### config.mk
export PLATFORM = sky130hd
export DESIGN_NAME = vc_ibuf_flat
export DESIGN_NICKNAME = d
export VERILOG_FILES = /design/src/rtl/vc_ibuf_pkg.sv /design/src/rtl/vc_ibuf_if.sv /design/src/rtl/vc_ibuf_fifo_ram.sv /design/src/rtl/vc_ibuf.sv /design/src/flat_wrapper.sv
export SDC_FILE = /design/constraint.sdc
export NUM_CORES = 1
export LEC_CHECK = 0
export CELL_PAD_IN_SITES_DETAIL_PLACEMENT = 1
export CELL_PAD_IN_SITES_GLOBAL_PLACEMENT = 1
export CORE_MARGIN = 4
export CORE_UTILIZATION = 35
export DETAILED_ROUTE_END_ITERATION = 16
export PLACE_DENSITY_LB_ADDON = 0.1
export SLEW_MARGIN = 25
export SYNTH_ARGS = -nofsm -noshare
export SYNTH_HDL_FRONTEND = slang
export SYNTH_SLANG_ARGS = --single-unit
### constraint.sdc
create_clock -name clk -period 6.1 [get_ports clk]
set_clock_uncertainty 0.2 [all_clocks]
set_input_delay 1.525 -clock clk [delete_from_list [all_inputs] [get_ports clk]]
set_output_delay 1.525 -clock clk [all_outputs]
set_load 0.01 [all_outputs]
### src/rtl/vc_ibuf_pkg.sv
// Shared constants for the per-VC input flit buffer.
// Flit type lives in the two MSBs of a flit. A HEADTAIL (single-flit packet)
// is a HEAD whose header bit at DATAW-2 is set; that bit is meaningless for
// the other types.
package vc_ibuf_pkg;

    // Default geometry: 36-bit flits, 4 entries, 2-bit pointers
    localparam int DATAW_DEF = 35;
    localparam int DEPTH_DEF = 4;
    localparam int PTRW_DEF  = 1;

    // Field positions, expressed as offsets down from the flit MSB (DATAW)
    localparam int TYPE_MSB_OFS = 0;
    localparam int TYPE_LSB_OFS = 1;
    localparam int HT_OFS       = 2;

    typedef enum logic [1:0] {
        FT_NONE = 2'b00,
        FT_HEAD = 2'b01,
        FT_BODY = 2'b10,
        FT_TAIL = 2'b11
    } flit_type_e;

    localparam logic ENABLE  = 1'b1;
    localparam logic DISABLE = 1'b0;

endpackage

### src/rtl/vc_ibuf_if.sv
// Link/controller-facing signals of the VC input buffer.
// Handshake: the upstream link pushes a flit in any cycle with ivalid=1; it
// should only do so when ordy was 1, otherwise the flit is dropped and err set.
// The buffer offers the oldest flit on bdata with bvalid=1; the controller
// consumes it by raising deq in that cycle. deq with bvalid=0 is an error.
interface vc_ibuf_if #(
    parameter int DATAW = 35,
    parameter int PTRW  = 1
);
    logic [DATAW:0]  idata;
    logic            ivalid;
    logic            ordy;
    logic [DATAW:0]  bdata;
    logic            bvalid;
    logic            deq;
    logic [PTRW+1:0] count;
    logic            err;
    logic            in_pkt;   // debug view of the packet-framing state

    modport master (
        output idata, ivalid, deq,
        input  ordy, bdata, bvalid, count, err, in_pkt
    );

    modport slave (
        input  idata, ivalid, deq,
        output ordy, bdata, bvalid, count, err, in_pkt
    );
endinterface

### src/rtl/vc_ibuf_fifo_ram.sv
// DEPTH x (DATAW+1) register array: one synchronous write port, async read.
module vc_ibuf_fifo_ram #(
    parameter int DATAW = 35,
    parameter int DEPTH = 4,
    parameter int PTRW  = 1
) (
    input  logic           clk,
    input  logic           i_we,
    input  logic [PTRW:0]  i_waddr,
    input  logic [DATAW:0] i_wdata,
    input  logic [PTRW:0]  i_raddr,
    output logic [DATAW:0] o_rdata
);
    logic [DATAW:0] r_mem [DEPTH];

    // Storage write; contents need no reset since count gates visibility
    always_ff @(posedge clk) begin
        if (i_we) begin
            r_mem[i_waddr] <= i_wdata;
        end
    end

    assign o_rdata = r_mem[i_raddr];
endmodule

### src/rtl/vc_ibuf.sv
// Per-VC input flit buffer: circular FIFO with count-based full/empty,
// packet-framing check on accepted flits and a sticky error flag.
module vc_ibuf
    import vc_ibuf_pkg::*;
#(
    parameter int DATAW = DATAW_DEF,
    parameter int DEPTH = DEPTH_DEF,
    parameter int PTRW  = PTRW_DEF
) (
    input logic       clk,
    input logic       rst,
    vc_ibuf_if.slave  bus
);
    localparam int L_TMSB = DATAW - TYPE_MSB_OFS;
    localparam int L_TLSB = DATAW - TYPE_LSB_OFS;
    localparam int L_HT   = DATAW - HT_OFS;
    localparam logic [PTRW+1:0] L_FULL = (PTRW+2)'(DEPTH);
    localparam logic [PTRW+1:0] L_ONE  = (PTRW+2)'(1);

    logic [PTRW:0]   r_wptr;
    logic [PTRW:0]   r_rptr;
    logic [PTRW+1:0] r_count;
    logic            r_err;
    logic            r_in_pkt;

    flit_type_e      w_type;
    logic            w_ht;
    logic            w_full;
    logic            w_empty;
    logic            w_push_req;
    logic            w_push;
    logic            w_pop;
    logic            w_frame_err;
    logic            w_in_pkt_nxt;
    logic            w_err_set;
    logic [DATAW:0]  w_rdata;

    assign w_type     = flit_type_e'(bus.idata[L_TMSB:L_TLSB]);
    assign w_ht       = bus.idata[L_HT];
    assign w_full     = (r_count == L_FULL);
    assign w_empty    = (r_count == '0);
    // NONE flits are not traffic: never stored, never an error
    assign w_push_req = bus.ivalid && (w_type != FT_NONE);
    assign w_push     = w_push_req && !w_full;
    assign w_pop      = bus.deq && !w_empty;

    // Framing rules for the incoming flit against the current packet state
    always_comb begin
        w_frame_err  = DISABLE;
        w_in_pkt_nxt = r_in_pkt;
        case (w_type)
            FT_HEAD: begin
                w_frame_err  = r_in_pkt;
                w_in_pkt_nxt = w_ht ? DISABLE : ENABLE;
            end
            FT_BODY: begin
                w_frame_err  = !r_in_pkt;
            end
            FT_TAIL: begin
                w_frame_err  = !r_in_pkt;
                w_in_pkt_nxt = DISABLE;
            end
            default: ;
        endcase
    end

    // Dropped push (full), pop while empty, or bad framing on a stored flit
    assign w_err_set = (w_push_req && w_full) || (bus.deq && w_empty) ||
                       (w_push && w_frame_err);

    // Pointers, occupancy, framing state and sticky error
    always_ff @(posedge clk) begin
        if (rst) begin
            r_wptr   <= '0;
            r_rptr   <= '0;
            r_count  <= '0;
            r_err    <= DISABLE;
            r_in_pkt <= DISABLE;
        end else begin
            if (w_push) begin
                r_wptr   <= r_wptr + 1'b1;
                r_in_pkt <= w_in_pkt_nxt;
            end
            if (w_pop) begin
                r_rptr <= r_rptr + 1'b1;
            end
            case ({w_push, w_pop})
                2'b10:   r_count <= r_count + L_ONE;
                2'b01:   r_count <= r_count - L_ONE;
                default: r_count <= r_count;
            endcase
            if (w_err_set) begin
                r_err <= ENABLE;
            end
        end
    end

    vc_ibuf_fifo_ram #(
        .DATAW (DATAW),
        .DEPTH (DEPTH),
        .PTRW  (PTRW)
    ) u_ram (
        .clk     (clk),
        .i_we    (w_push),
        .i_waddr (r_wptr),
        .i_wdata (bus.idata),
        .i_raddr (r_rptr),
        .o_rdata (w_rdata)
    );

    assign bus.bdata  = w_empty ? '0 : w_rdata;
    assign bus.bvalid = !w_empty;
    assign bus.ordy   = !w_full;
    assign bus.count  = r_count;
    assign bus.err    = r_err;
    assign bus.in_pkt = r_in_pkt;
endmodule

### src/flat_wrapper.sv
// flat-port wrapper written by rule: the top's interface ports become plain ports
module vc_ibuf_flat import vc_ibuf_pkg::*;
#(
    parameter int DATAW = DATAW_DEF,
    parameter int DEPTH = DEPTH_DEF,
    parameter int PTRW  = PTRW_DEF
)
  (clk, rst, bus_idata, bus_ivalid, bus_deq, bus_ordy, bus_bdata, bus_bvalid, bus_count, bus_err, bus_in_pkt);
  vc_ibuf_if #(.DATAW(DATAW), .PTRW(PTRW)) bus_i ();
  input logic clk;
  input logic rst;
  input wire logic [$bits(bus_i.idata)-1:0] bus_idata;
  input wire logic [$bits(bus_i.ivalid)-1:0] bus_ivalid;
  input wire logic [$bits(bus_i.deq)-1:0] bus_deq;
  output wire logic [$bits(bus_i.ordy)-1:0] bus_ordy;
  output wire logic [$bits(bus_i.bdata)-1:0] bus_bdata;
  output wire logic [$bits(bus_i.bvalid)-1:0] bus_bvalid;
  output wire logic [$bits(bus_i.count)-1:0] bus_count;
  output wire logic [$bits(bus_i.err)-1:0] bus_err;
  output wire logic [$bits(bus_i.in_pkt)-1:0] bus_in_pkt;
  assign bus_i.idata = bus_idata;
  assign bus_i.ivalid = bus_ivalid;
  assign bus_i.deq = bus_deq;
  assign bus_ordy = bus_i.ordy;
  assign bus_bdata = bus_i.bdata;
  assign bus_bvalid = bus_i.bvalid;
  assign bus_count = bus_i.count;
  assign bus_err = bus_i.err;
  assign bus_in_pkt = bus_i.in_pkt;
  vc_ibuf #(.DATAW(DATAW), .DEPTH(DEPTH), .PTRW(PTRW)) u_core (.clk(clk), .rst(rst), .bus(bus_i));
endmodule
==> results of run 1 <==
## state kept, by name, summed over array words and instances, names as in the netlist, named ones only
signal	count
u_core.bus.err	1
u_core.r_rptr	2
u_core.u_ram.r_mem	144
u_core.bus.in_pkt	1
u_core.r_wptr	2
u_core.bus.count	3
## cell usage after synthesis (2+ instances only)
| cell type | n |
|---|---|
| nor2b_1 | 35 |
| nor3_1 | 2 |
| o21ai_0 | 4 |
| xor2_1 | 4 |
| nor2_1 | 7 |
| o31ai_1 | 2 |
| dfxtp_1 | 11 |
| nor2b_4 | 2 |
| buf_2 | 7 |
| nand3_1 | 2 |
| inv_1 | 9 |
| edfxtp_1 | 144 |
| a21oi_1 | 6 |
| buf_12 | 3 |
| mux4_2 | 36 |
| ha_1 | 5 |
| and3_1 | 4 |
## cell families after synthesis
kind of cell / Yosys count / share of synthesized area
xor+xnor: 4 / 0.005765
simple gates: 55 / 0.05787
compound gates: 16 / 0.01627
fa+ha+maj: 6 / 0.01359
flops: 155 / 0.7479
mux: 36 / 0.1334
buf+inv: 23 / 0.02512
## cell type report
type | count | area share
Tap cell | 220 | 0.03571
Clock inverter | 14 | 0.01996
Sequential cell | 155 | 0.5902
Inverter | 10 | 0.004869
Clock buffer | 18 | 0.05567
Timing Repair Buffer | 86 | 0.1120
Multi-Input combinational cell | 117 | 0.1816
## critical path, stage by stage, from the launching register on
cell,delay (ps)
dfxtp_2,490
buf_4,580
mux4_2,570
nor2b_1,180
clkdlybuf4s50_1,510
## power breakdown
part,switching (mW),leakage (nW),internal [mW]
Sequential,0.0664,1.41,1.25
Combinational,0.472,0.764,0.579
Clock,0.403,0.280,0.636
Total,0.941,2.45,2.46
## per-layer routing
layer	up-vias	wire length, um	global-route usage
met5	-	0	0
met1	1496	5701	0.1791
li1	1356	-	-
met4	0	161	0.04131
met3	16	468	0.04288
met2	70	5895	0.2071
## cell usage in the layout (no fill, tap or decap), types with 3 or more instances in the layout
cell type / instances
ha_1: 5
xor2_1: 4
and3_4: 3
o21ai_0: 4
bufinv_16: 3
clkdlybuf4s50_1: 82
nor2b_1: 35
a21oi_1: 6
mux4_2: 36
inv_1: 9
buf_4: 3
clkinvlp_4: 3
edfxtp_1: 144
dfxtp_1: 9
nor2_1: 7
clkinv_2: 5
clkbuf_16: 17
## worst max path at each step
stage / end / cells past startpoint / slack [ps]
6_report: bus_bdata[14] / 4 / 1620
5_1_grt: bus_bdata[14] / 4 / 1370
4_1_cts: bus_bdata[14] / 4 / 1510
3_5_place_dp: u_core.bus.count[2] / 10 / 1950
3_3_place_gp: bus_bdata[14] / 4 / 1970
2_1_floorplan: u_core.bus.count[2] / 9 / 2820
## through the flow
| stage | utilization | hold WS (ps) |
|---|---|---|
| final | 0.4583 | 332.4 |
| after global routing | 0.4583 | 374.9 |
| after floorplan | - | 283.7 |
| after global placement | 0.4217 | 298.7 |
| after detailed placement | 0.4220 | 321.7 |
| after CTS | 0.4567 | 343.2 |
==> metrics.cfg, run 1 <==
[status]
outcome=finished, final reports clean

[final_layout]
sequential_cell_area_sq_mm=0.004549
stdcell_area_sq_mm=0.007709
syn_to_final_growth_pct=26.87
multiInputGateArea_sq_mm=0.001400
nets=433
layout-drive-gt1-share=0.2000
fin_cells=620
fill_cells=1603
diodes=0

[worst_setup_path]
crit_arrival_ps=2760
r2r_end=u_core.bus.count[2]
reg2reg_depth=9
reg2reg_slack_ps=3650
start_kind=flop
worstReg2RegStart=u_core.bus.count[2]
crit_fanout=29
required_ps=4380
worstSetupPathType=flop to output port
end_kind=output port

[grt]
grt_pass1_wl_um=19460
grt_pass1_vias=3414
grt_antenna_before_repair=0
grt_overflow=0
grtUsageTotal=0.1330
grt_max_degree=37

[timing]
setup_viol=0
rsz0062_at_grt=no
worstMarginPinSlew_ps=626.8
hold_viol_final=0
fin_crit_ps=4481
slew_violations=0
fin_ws_ps=1619
relSlewSlack=0.5821
finalSetupTns_ps=0
fmax_mhz=223.2
min_period_over_period=0.7345

[worst_hold_path]
hold_start=u_core.r_rptr[1]
hold-path-endpoint=u_core.r_rptr[1]
hold_path.class=flop to flop
min_path_cells=2

[placement]
io_buffers=82
dpl_worst_slack_ps=1954
place_congestion=0.6842
dpl.cell_count=587
hpwl_um=7157
placed_cell_area_sq_mm=0.007098

[synthesis]
synth_top_area_share=0.7117
synthCells=295
avgSynthCellArea_sq_um=20.60
yosys-top-cells-area=edfxtp_1 (71%), mux4_2 (13%), dfxtp_1 (3.6%)
synth_top_area_cell=edfxtp_1
synthArstFlopShare=0
synth_seq_cells=155
synth-edff-count=144
synth-main-ff-cell=edfxtp_1
synthDistinctLibCells=29
ys_seq_area_frac=0.7479
yosys_warnings=0
synth_nets=341
syn_area_sq_mm=0.006076

[detailed_routing]
vias_per_cell=4.739
drc=0
vias=2938
drtAntennaViolNets=0
dr.pass1.iters=4
first_iter_violations=127
postRouteWirelength_um=12230
wl_per_cell_um=19.72

[clock_tree]
h-tree-depth=4
clock-sinks=155
cts_setup_buffers=0
cts_hold_buf=0
cts_tree=yes
cts_buffer_depth=2
cts_root_buf=clkbuf_16
cts_resized=0
clk_latency_ps=420
clkTransAtPathRegs_ps=60
cts_made_buffers=17

[die]
fp.dieW_um=139.8
core_sq_mm=0.01682
start_util=0.3613
die_area_sq_mm=0.01953
num_rows=47
die-height_um=139.8
pin_count=83

[power]
p_leak_nw=2.450
vdd_drop_max_uv=213.0
total_power_mw=3.403
powerDensity_mw_per_mm2=441.4

[flow_run]
maxCapViolations=0

No activity file was read; power rests on OpenSTA's default activity.
==> run 2, diff against run 1 <==
==> constraint.sdc (replaced) <==
create_clock -name clk -period 3.8 [get_ports clk]
set_clock_uncertainty 0.2 [all_clocks]
set_input_delay 0.95 -clock clk [delete_from_list [all_inputs] [get_ports clk]]
set_output_delay 0.95 -clock clk [all_outputs]
set_load 0.01 [all_outputs]
==> metrics.cfg, run 2 (same netlist as run 1, synthesis figures left out) <==
[timing]
finalSetupTns_ps=0  ; unchanged
slew_violations=0  ; unchanged
rsz0062_at_grt=no  ; unchanged
relSlewSlack=0.6570  ; was 0.5821
worstMarginPinSlew_ps=514.6  ; was 626.8 ps
fmax_mhz=290.3
fin_ws_ps=354.7  ; was 1619 ps
fin_crit_ps=3445
min_period_over_period=0.9067
hold_viol_final=0  ; unchanged
setup_viol=0  ; unchanged

[die]
core_sq_mm=0.01682  ; unchanged
pin_count=83  ; unchanged
die_area_sq_mm=0.01953  ; unchanged
die-height_um=139.8  ; unchanged
start_util=0.3613  ; unchanged
num_rows=47  ; unchanged
fp.dieW_um=139.8  ; unchanged

[worst_setup_path]
worstSetupPathType=flop to output port  ; unchanged
reg2reg_slack_ps=1300  ; was 3650 ps
end_kind=output port  ; unchanged
crit_fanout=36  ; was 29
start_kind=flop  ; unchanged
crit_arrival_ps=2300  ; was 2760 ps
required_ps=2650  ; was 4380 ps

[clock_tree]
clock-sinks=155  ; unchanged
cts_made_buffers=17  ; unchanged
cts_root_buf=clkbuf_16  ; unchanged
h-tree-depth=4  ; unchanged
clk_latency_ps=420  ; about the same
cts_resized=0  ; unchanged
cts_tree=yes  ; unchanged
cts_hold_buf=0  ; unchanged
cts_setup_buffers=0  ; unchanged
clkTransAtPathRegs_ps=60  ; about the same
cts_buffer_depth=2  ; unchanged

[detailed_routing]
dr_wl_met2_um=6029  ; was 5895 um
vias_per_cell=4.836  ; was 4.739
met1_length_um=5352  ; was 5701 um
dr.pass1.iters=4  ; unchanged
routed-wl-met3_um=547  ; was 468 um
first_iter_violations=216  ; was 127
wl_per_cell_um=19.34  ; was 19.72 um
drc=0  ; unchanged
routed.top_layer=met4  ; unchanged
drtAntennaViolNets=0  ; unchanged
vias=3037  ; was 2938
postRouteWirelength_um=12150  ; was 12230 um

[final_layout]
nets=441  ; was 433
layout-drive-gt1-share=0.2108  ; was 0.2000
largest_register_ffs=144  ; unchanged
layout_common_cells=edfxtp_1 (144), clkdlybuf4s50_1 (82), mux4_2 (36)  ; unchanged
top_register=u_core.u_ram.r_mem  ; unchanged
final_common_cell=edfxtp_1  ; unchanged
diodes=0  ; unchanged
syn_to_final_growth_pct=27.94  ; was 26.87%

[placement]
hpwl_um=7263  ; was 7157 um
place_congestion=0.6953  ; was 0.6842
dpl_worst_slack_ps=217.5  ; was 1954 ps
io_buffers=82  ; unchanged

[power]
p_leak_nw=2.478  ; was 2.450 nW
vdd_drop_max_uv=367.9  ; was 213.0 uV
powerDensity_mw_per_mm2=690.4  ; was 441.4 mW/mm^2

[grt]
grt_pass1_vias=3423  ; was 3414
grt_antenna_before_repair=0  ; unchanged
grtUsageTotal=0.1305  ; was 0.1330
grt_overflow=0  ; unchanged
grt_pass1_wl_um=19150  ; was 19460 um
grt_max_degree=37  ; unchanged

[worst_hold_path]
hold_path.class=flop to flop  ; unchanged

[status]
outcome=finished, final reports clean  ; unchanged

[flow_run]
maxCapViolations=0  ; unchanged

-- run 2: layout make-up --
class	count	area, sq um
fillers	1605	9045
flip-flops and latches	155	4547
multi-input cells	117	1389
repair buffers	94	985.9
clock buffers	21	440.4
well taps	220	275.3
clock inverters	11	98.84
inverters	10	37.54
-- run 2: path summary, 6_finish.rpt --
path,start,end,cells after the start
setup / recovery,flop,bus_bdata[33],4
hold / removal,u_core.bus.err,u_core.bus.err,2
setup reg to reg,u_core.bus.count[2],u_core.bus.count[2],9
hold reg to reg,u_core.bus.err,u_core.bus.err,2
-- run 2: power breakdown --
group          leakage [nW]  switching (mW)  internal [mW]
registers              1.41          0.0729           2.00
logic                 0.825           0.796          0.961
clock network         0.247           0.641          0.896
-- run 2: per-layer routing --
| layer | up-vias | track usage |
|---|---|---|
| li1 | 1370 | - |
| met1 | 1562 | 0.1683 |
| met4 | 0 | 0.05252 |
| met2 | 86 | 0.2097 |
| met3 | 19 | 0.03636 |
| met5 | - | 0 |
-- run 2: stage by stage --
step	utilization	std cells	hold slack (ps)	total power [mW]	instance area [sq um]
6_report	0.4622	628	322.6	5.367	7774
4_1_cts	0.4622	628	330.7	5.475	7774
3_3_place_gp	0.4301	596	297.5	3.907	7234
3_5_place_dp	0.4301	596	305.1	3.920	7234
5_1_grt	0.4622	628	347.5	5.674	7774
2_1_floorplan	-	295	283.7	3.126	6076
-- run 2: critical path, stage by stage (launching register included) --
cell and delay [ps]:
dfxtp_2 340, buf_12 290, mux4_2 550, nor2b_1 170, clkdlybuf4s50_1 510
==> run 3, diff against run 2 <==
--- a/config.mk
+++ b/config.mk
@@ -9,8 +9,10 @@
 export CELL_PAD_IN_SITES_GLOBAL_PLACEMENT = 1
 export CORE_MARGIN = 4
 export CORE_UTILIZATION = 35
+export CTS_BUF_LIST = sky130_fd_sc_hd__clkbuf_16
 export DETAILED_ROUTE_END_ITERATION = 16
 export PLACE_DENSITY_LB_ADDON = 0.1
+export SKIP_LAST_GASP = 1
 export SLEW_MARGIN = 25
 export SYNTH_ARGS = -nofsm -noshare
 export SYNTH_HDL_FRONTEND = slang
==> metrics.cfg, run 3 (same netlist as run 1, synthesis figures left out) <==
[grt]
grt_pass1_wl_um=19150  ; unchanged
grt_overflow=0  ; unchanged
grtUsageTotal=0.1305  ; unchanged
grt_max_degree=37  ; unchanged
grt_pass1_vias=3423  ; unchanged
grt_antenna_before_repair=0  ; unchanged

[detailed_routing]
wl_per_cell_um=19.36  ; was 19.34 um
postRouteWirelength_um=12160  ; was 12150 um
drtAntennaViolNets=0  ; unchanged
vias_per_cell=4.833  ; was 4.836
first_iter_violations=218  ; was 216
drc=0  ; unchanged
dr.pass1.iters=4  ; unchanged
vias=3035  ; was 3037

[timing]
rsz0062_at_grt=no  ; unchanged
whs_ps=322.6  ; about the same
setup_viol=0  ; unchanged
min_period_over_period=0.9066  ; was 0.9067
fin_crit_ps=3445  ; about the same
finalSetupTns_ps=0  ; unchanged
relSlewSlack=0.6569  ; was 0.6570
fmax_mhz=290.3  ; about the same
worstMarginPinSlew_ps=514.7  ; was 514.6 ps
hold_viol_final=0  ; unchanged
slew_violations=0  ; unchanged

[die]
num_rows=47  ; unchanged
die_area_sq_mm=0.01953  ; unchanged
start_util=0.3613  ; unchanged
pin_count=83  ; unchanged
die-height_um=139.8  ; unchanged
core_sq_mm=0.01682  ; unchanged
fp.dieW_um=139.8  ; unchanged

[clock_tree]
cts_resized=0  ; unchanged
clkTransAtPathRegs_ps=60  ; about the same
cts_tree=yes  ; unchanged
clock-sinks=155  ; unchanged
cts_setup_buffers=0  ; unchanged
cts_made_buffers=17  ; unchanged
clk_latency_ps=420  ; about the same
cts_hold_buf=0  ; unchanged
cts_root_buf=clkbuf_16  ; unchanged
cts_buffer_depth=2  ; unchanged
h-tree-depth=4  ; unchanged

[worst_setup_path]
start_kind=flop  ; unchanged
worstSetupPathType=flop to output port  ; unchanged
crit_arrival_ps=2300  ; about the same
slowest_delay_ps=550  ; about the same
required_ps=2650  ; about the same
reg2reg_depth=9  ; unchanged
crit_path_cell_trace=buf_12 -> mux4_2 -> nor2b_1 -> clkdlybuf4s50_1  ; unchanged
cpMaxStageDelayCell=mux4_2  ; unchanged
r2r_end=u_core.bus.count[2]  ; unchanged
endpoint=bus_bdata[33]  ; unchanged
worstReg2RegStart=u_core.bus.count[2]  ; unchanged
crit_fanout=36  ; unchanged
end_kind=output port  ; unchanged
reg2reg_slack_ps=1300  ; about the same

[power]
p_leak_nw=2.494  ; was 2.478 nW
p_int_mw=3.846  ; was 3.857 mW
total_power_mw=5.357  ; was 5.367 mW
clkPwrFrac=0.285  ; was 0.286
p_switching_mw=1.511  ; was 1.510 mW
vdd_drop_max_uv=368.0  ; was 367.9 uV
powerDensity_mw_per_mm2=689.1  ; was 690.4 mW/mm^2
p_sw_frac=0.2820  ; was 0.2813
p_comb_frac=0.328  ; was 0.327
power_frac_seq=0.387  ; was 0.386

[final_layout]
fill_cells=1605  ; unchanged
nets=441  ; unchanged
diodes=0  ; unchanged
layout_common_cells=edfxtp_1 (144), clkdlybuf4s50_1 (82), mux4_2 (36)  ; unchanged
stdcell_area_sq_mm=0.007774  ; unchanged
final_core_util=0.4622  ; unchanged
largest_register_ffs=144  ; unchanged
top_register=u_core.u_ram.r_mem  ; unchanged
layout-drive-gt1-share=0.2108  ; unchanged
syn_to_final_growth_pct=27.94  ; unchanged
final_common_cell=edfxtp_1  ; unchanged

[placement]
io_buffers=82  ; unchanged
place_congestion=0.6953  ; unchanged
hpwl_um=7263  ; unchanged
placed_cell_area_sq_mm=0.007234  ; unchanged

[flow_run]
maxCapViolations=0  ; unchanged

[worst_hold_path]
hold_path.class=flop to flop  ; unchanged

[status]
outcome=finished, final reports clean  ; unchanged

[run 3: stage by stage]
step	setup slack (ps)	cells
floorplan	1094	295
global placement	398.7	596
detailed placement	217.5	596
CTS	276.8	628
global route	219.0	628
finish	354.8	628
[run 3: power groups by stage]
stage / sequential, mW / clock [mW] / combinational, mW
detailed placement: 2.11 / 0 / 1.81
floorplan: 2.09 / 0 / 1.04
global placement: 2.10 / 0 / 1.80
CTS: 2.08 / 1.57 / 1.82
global route: 2.09 / 1.65 / 1.93
finish: 2.07 / 1.53 / 1.76
[run 3: per-layer routing]
layer	up-vias	part of all wire	global-route usage	routed length, um
li1	1370	-	-	-
met1	1562	0.44	0.1683	5384
met2	84	0.50	0.2097	6026
met3	19	0.044	0.03636	529
met4	0	0.018	0.05252	215
met5	-	0	0	0
[run 3: layout make-up]
| class | instances | area (sq um) | share of cell area |
|---|---|---|---|
| Sequential cell | 155 | 4547 | 0.5849 |
| Multi-Input combinational cell | 117 | 1389 | 0.1787 |
| Timing Repair Buffer | 94 | 985.9 | 0.1268 |
| Clock buffer | 17 | 425.4 | 0.05472 |
| Tap cell | 220 | 275.3 | 0.03541 |
| Clock inverter | 15 | 113.9 | 0.01465 |
| Inverter | 10 | 37.54 | 0.004829 |
[run 3: critical path: cells and delay by family (launching register included)]
kind                   cells  cell delay, ps
and+or+nand+nor            1             170
DFF                        1             340
muxes                      1             550
buffers and inverters      2             800
[run 3: how the worst min path moves through the flow]
stage,end,start,cells past startpoint,slack (ps)
3_3_place_gp,u_core.bus.err,u_core.bus.err,2,300
6_report,u_core.bus.err,u_core.bus.err,2,320
2_1_floorplan,u_core.r_wptr[0],u_core.r_wptr[0],2,280
5_1_grt,flop,u_core.r_rptr[1],2,350
3_5_place_dp,u_core.bus.err,u_core.bus.err,2,310
4_1_cts,u_core.bus.err,u_core.bus.err,2,330
